## src/rtl/cr16_controller.sv

```systemverilog
// Multi-cycle instruction sequencer for the CR16 datapath: fetch, decode,
// execute and writeback of RR, Immediate, MOVI and conditional branch words.
module cr16_controller (
  input  logic        I_CLK,
  input  logic        I_NRESET,
  input  logic        I_ENABLE,
  input  logic [15:0] I_INSTR,
  input  logic        I_INSTR_VALID,
  input  logic [4:0]  I_FLAGS,
  output logic        O_MEM_REQ,
  output logic [15:0] O_PC,
  output logic [15:0] O_REG_ENABLE,
  output logic [3:0]  O_OPCODE,
  output logic [3:0]  O_READ_PORT_A_SEL,
  output logic [3:0]  O_READ_PORT_B_SEL,
  output logic [15:0] O_IMMEDIATE,
  output logic        O_IMM_SEL,
  output logic [1:0]  O_DBG_STATE
);

  typedef enum logic [1:0] {
    FETCH     = 2'd0,
    DECODE    = 2'd1,
    EXECUTE   = 2'd2,
    WRITEBACK = 2'd3
  } state_t;

  localparam logic [3:0] OP_RR     = 4'b0000;
  localparam logic [3:0] OP_BCOND  = 4'b1100;
  localparam logic [3:0] OP_MOVI   = 4'b1101;

  state_t      state;
  logic [15:0] pc;
  logic [15:0] ir;
  logic        mem_req_q;
  logic [15:0] reg_en_q;
  logic        branch_taken;
  logic        unused_flags;

  // Fetch handshake: O_MEM_REQ is the ready, I_INSTR_VALID the valid; a word
  // transfers only on an enabled rising edge where both are high.
  assign O_MEM_REQ    = mem_req_q & I_ENABLE & I_NRESET;
  // Gating by reset means a reset landing on WRITEBACK never writes.
  assign O_REG_ENABLE = reg_en_q & {16{I_ENABLE & I_NRESET}};
  assign O_PC         = pc;
  assign O_DBG_STATE  = state;
  assign unused_flags = I_FLAGS[4] ^ I_FLAGS[2];

  always_comb begin
    branch_taken = 1'b0;
    case (ir[11:8])
      4'b0000: branch_taken = I_FLAGS[3];
      4'b0001: branch_taken = ~I_FLAGS[3];
      4'b0010: branch_taken = I_FLAGS[0];
      4'b0011: branch_taken = ~I_FLAGS[0];
      4'b0100: branch_taken = I_FLAGS[1];
      4'b0101: branch_taken = ~I_FLAGS[1];
      4'b1110: branch_taken = 1'b1;
      default: branch_taken = 1'b0;
    endcase
  end

  always_ff @(posedge I_CLK) begin
    if (!I_NRESET) begin
      state             <= FETCH;
      pc                <= 16'h0000;
      ir                <= 16'h0000;
      mem_req_q         <= 1'b0;
      reg_en_q          <= 16'h0000;
      O_OPCODE          <= 4'h0;
      O_READ_PORT_A_SEL <= 4'h0;
      O_READ_PORT_B_SEL <= 4'h0;
      O_IMMEDIATE       <= 16'h0000;
      O_IMM_SEL         <= 1'b0;
    end else if (I_ENABLE) begin
      case (state)
        FETCH: begin
          if (mem_req_q && I_INSTR_VALID) begin
            ir        <= I_INSTR;
            mem_req_q <= 1'b0;
            state     <= DECODE;
          end else begin
            mem_req_q <= 1'b1;
          end
        end
        DECODE: begin
          if (ir[15:12] == OP_RR) begin
            O_OPCODE          <= ir[7:4];
            O_READ_PORT_A_SEL <= ir[11:8];
            O_READ_PORT_B_SEL <= ir[3:0];
            O_IMMEDIATE       <= 16'h0000;
            O_IMM_SEL         <= 1'b0;
          end else if (ir[15:12] == OP_BCOND) begin
            O_OPCODE          <= 4'h0;
            O_READ_PORT_A_SEL <= 4'h0;
            O_READ_PORT_B_SEL <= 4'h0;
            O_IMMEDIATE       <= 16'h0000;
            O_IMM_SEL         <= 1'b0;
          end else if (ir[15:12] == OP_MOVI) begin
            O_OPCODE          <= 4'h0;
            O_READ_PORT_A_SEL <= ir[11:8];
            O_READ_PORT_B_SEL <= 4'h0;
            O_IMMEDIATE       <= {8'h00, ir[7:0]};
            O_IMM_SEL         <= 1'b1;
          end else begin
            O_OPCODE          <= ir[15:12];
            O_READ_PORT_A_SEL <= ir[11:8];
            O_READ_PORT_B_SEL <= 4'h0;
            O_IMMEDIATE       <= {{8{ir[7]}}, ir[7:0]};
            O_IMM_SEL         <= 1'b1;
          end
          state <= EXECUTE;
        end
        EXECUTE: begin
          if (ir[15:12] == OP_BCOND) begin
            pc        <= branch_taken ? pc + {{8{ir[7]}}, ir[7:0]} : pc + 16'd1;
            mem_req_q <= 1'b1;
            state     <= FETCH;
          end else begin
            reg_en_q <= 16'd1 << ir[11:8];
            state    <= WRITEBACK;
          end
        end
        WRITEBACK: begin
          reg_en_q  <= 16'h0000;
          pc        <= pc + 16'd1;
          mem_req_q <= 1'b1;
          state     <= FETCH;
        end
        default: state <= FETCH;
      endcase
    end
  end

endmodule

```

## config.mk

```make
export PLATFORM = sky130hd
export DESIGN_NAME = cr16_controller
export DESIGN_NICKNAME = d
export VERILOG_FILES = /design/src/rtl/cr16_controller.sv
export SDC_FILE = /design/constraint.sdc
export NUM_CORES = 1
export LEC_CHECK = 0
export ABC_AREA = 1
export CORE_ASPECT_RATIO = 2
export CORE_MARGIN = 2
export CORE_UTILIZATION = 52
export DETAILED_ROUTE_END_ITERATION = 12
export GPL_TIMING_DRIVEN = 0
export PLACE_DENSITY_LB_ADDON = 0.3
export SYNTH_ARGS = -nofsm -noshare
export SYNTH_HDL_FRONTEND = slang
export SYNTH_SLANG_ARGS = --single-unit
```

## constraint.sdc

```tcl
create_clock -name I_CLK -period 2.25 [get_ports I_CLK]
set_input_delay 0.3375 -clock I_CLK [delete_from_list [all_inputs] [get_ports I_CLK]]
set_output_delay 0.3375 -clock I_CLK [all_outputs]
set_load 0.01 [all_outputs]
```

==> flow_summary.json <==
{
  "core_area_um2": 8233,
  "synthCells": 656,
  "drc": 0,
  "fmax_mhz": 477.9,
  "cts_tree": "built",
  "avgViaCountPerCell": 5.649,
  "status": "finished, final reports clean",
  "vias": 4830,
  "r2r-end": "O_PC[14]",
  "finalPower_mw": 3.578,
  "hold_slack_ps": 396.8,
  "synth_top_flop_cell": "dfxtp_1",
  "postCtsSetupBuffers": 0,
  "grt_pass1_wl_mm": 21.56,
  "cts_root_buffer": "clkbuf_16",
  "fin_util_pct": 68.68,
  "cts_buffer_depth": 2,
  "die_area_um2": 9184,
  "fillers": 696,
  "path_class": "reg -> reg",
  "finalNonFillerCells": 855,
  "synth_enable_flop_cells": 0,
  "crit_required_ps": 2450,
  "ant_nets": 0,
  "slew_headroom_pct": 56.79,
  "ys_warn_count": 0,
  "seq_area_um2": 1463,
  "hold_path.class": "in -> reg",
  "clock-skew-final_ps": 5.429,
  "fp.dieH_um": 133.5,
  "synthArstFlopShare_pct": 0,
  "startpoint": "ir[0]",
  "synth_area_leader_cell": "dfxtp_1",
  "tightest_slew_ps": 648.1,
  "syn_to_final_growth_pct": 29.60,
  "drive_gt1_share_pct": 7.398,
  "num_rows": 47,
  "fin_ws_ps": 157.4,
  "maxSlewViolCount": 0,
  "setup_violations": 0,
  "first_global_vias": 4591,
  "grt_use_total_pct": 31.26,
  "antenna_found_initial": 0,
  "synth_common_cells": "nand2_1, inv_1, dfxtp_1, nor2_1, a21oi_1",
  "cp-start-kind": "flip-flop",
  "cts_sinks": 73,
  "yosysMostFrequentCell": "nand2_1",
  "syn_area_um2": 4363,
  "period_needed_ps": 2093,
  "diodes": 0,
  "cts_made_buffers": 9,
  "preCtsSetupSlack_ps": -193.2,
  "finalCritPeriodShare_pct": 93.00,
  "h-tree-depth": 3,
  "worstSetupEndpoint": "O_PC[14]",
  "io_pins": 89,
  "cp-end-kind": "flip-flop",
  "dieWidth_um": 68.77,
  "gr-total-overflow": 0,
  "cp_max_fo": 4,
  "arrival_ps": 2290,
  "power_leakage_nw": 2.288,
  "drt_first_pass_iters": 5,
  "multi_input_area_um2": 2436,
  "netlist.area_leader.share_pct": 33.50,
  "place_congestion": 0.9663,
  "io_buffers": 85,
  "ys_seq_area_share_pct": 33.50,
  "wl_mm": 13.79,
  "synthTopCellsByArea": "dfxtp_1, nand2_1, a21oi_1",
  "synth_area_per_cell_um2": 6.651,
  "hold_viol_final": 0,
  "synth_cell_types": 39,
  "clk_latency_ps": 330,
  "dp_hpwl_mm": 11.02,
  "rr_startpoint": "ir[0]",
  "routedWlPerCell_um": 16.13,
  "max_cap_violations": 0,
  "r2r.worst_path.cells": 12,
  "r2r_setup_slack_ps": 160,
  "synth.net_count": 698,
  "ir_drop_uv": 546.9,
  "dp_cells": 839,
  "start_util_pct": 52.99,
  "cellPowerDensity_nw_per_um2": 632.8,
  "drt_iter0_markers": 382,
  "clk_pin_slew_worst_paths_ps": 60,
  "synth-seq-cells": 73,
  "grt_max_degree": 14,
  "nets": 794,
  "rsz0062_at_grt": "no"
}
==> report_power, final <==
part	internal [mW]	switching (mW)	total (mW)
clock network	0.862	0.563	1.43
registers	1.37	0.0919	1.46
logic	0.281	0.412	0.692
total	2.51	1.07	3.58
==> sequential cells by signal, summed over array words and instances (netlist names) <==
signal	cells
O_DBG_STATE	2
O_IMMEDIATE	9
O_IMM_SEL	1
O_OPCODE	4
O_PC	16
O_READ_PORT_A_SEL	4
O_READ_PORT_B_SEL	4
ir	16
mem_req_q	1
reg_en_q	16
==> cells in the final DEF, fill, tap and decap left out, types with 4 or more instances in the layout <==
cell type	netlist	routed
nand2_1	158	157
clkdlybuf4s50_1	0	84
inv_1	74	74
nor2_1	73	73
dfxtp_1	73	72
a21oi_1	56	56
nand3_1	48	48
o21ai_0	37	37
clkbuf_1	19	19
ha_1	16	16
a211oi_1	12	12
xnor2_1	9	9
clkbuf_16	0	9
buf_4	8	8
a31oi_1	8	8
a21oi_2	5	5
nor3_1	5	5
xor2_1	5	5
a41oi_1	5	5
nor2_2	4	4
nand4_1	4	4
==> through the flow <==
| stage | TNS, ps | instance area [µm²] |
|---|---|---|
| finish | 0 | 5654 |
| global route | 0 | 5654 |
| CTS | 0 | 5650 |
| detailed placement | -1689 | 5336 |
| global placement | -1602 | 5336 |
| floorplan | 0 | 4363 |
==> timing repair <==
item | in CTS | in global routing
endpoints found under the setup margin | 10 | 12
gates resized for setup | 5 | 2
hold buffers | 0 | 0
==> logic make-up after synthesis <==
kind of cell             synth area share [%]
flip-flops                              33.50
XOR/XNOR                                2.810
AND/OR/NAND/NOR                         30.08
buffers and inverters                   10.84
AO/OA/AOI/OAI                           17.72
adder cells (fa/ha/maj)                 5.047
==> critical path: stages, from the launching register on <==
cell	delay, ps
dfxtp_1	380
ha_1	240
fa_1	420
nand2_1	90
nand2_1	80
nand3b_1	90
nand2_1	140
nand2_1	150
nand2_1	70
nand2_1	60
nand3_1	80
nand3_1	90
a21oi_1	70
==> worst min-delay path by stage <==
stage,from,end,slack (ps),depth (start not counted)
global placement,reg_en_q[7],reg_en_q[7],450,2
detailed placement,reg_en_q[7],reg_en_q[7],450,2
finish,I_ENABLE,mem_req_q,400,3
floorplan,reg_en_q[11],reg_en_q[11],430,2
CTS,I_NRESET,O_OPCODE[2],420,3
global route,I_ENABLE,mem_req_q,400,3
==> layer usage <==
metal  vias up  wire [µm]  track usage [%]
met3        78        786            5.405
li1       2329          -                -
met5         -          0                0
met2       245       7573            57.10
met4         0       1001            22.33
met1      2178       4431            28.82
==> final cells by class <==
cell class              instances  share of cell area [%]
plain buffers                  33                   3.364
clock buffers                  10                   4.050
clock inverters                 6                   1.195
inverters                      78                   5.178
multi-input cells             472                   43.08
flip-flops and latches         73                   25.87
well taps                      98                   2.169
repair buffers                 85                   15.09
(Power assumes the default switching activity.)
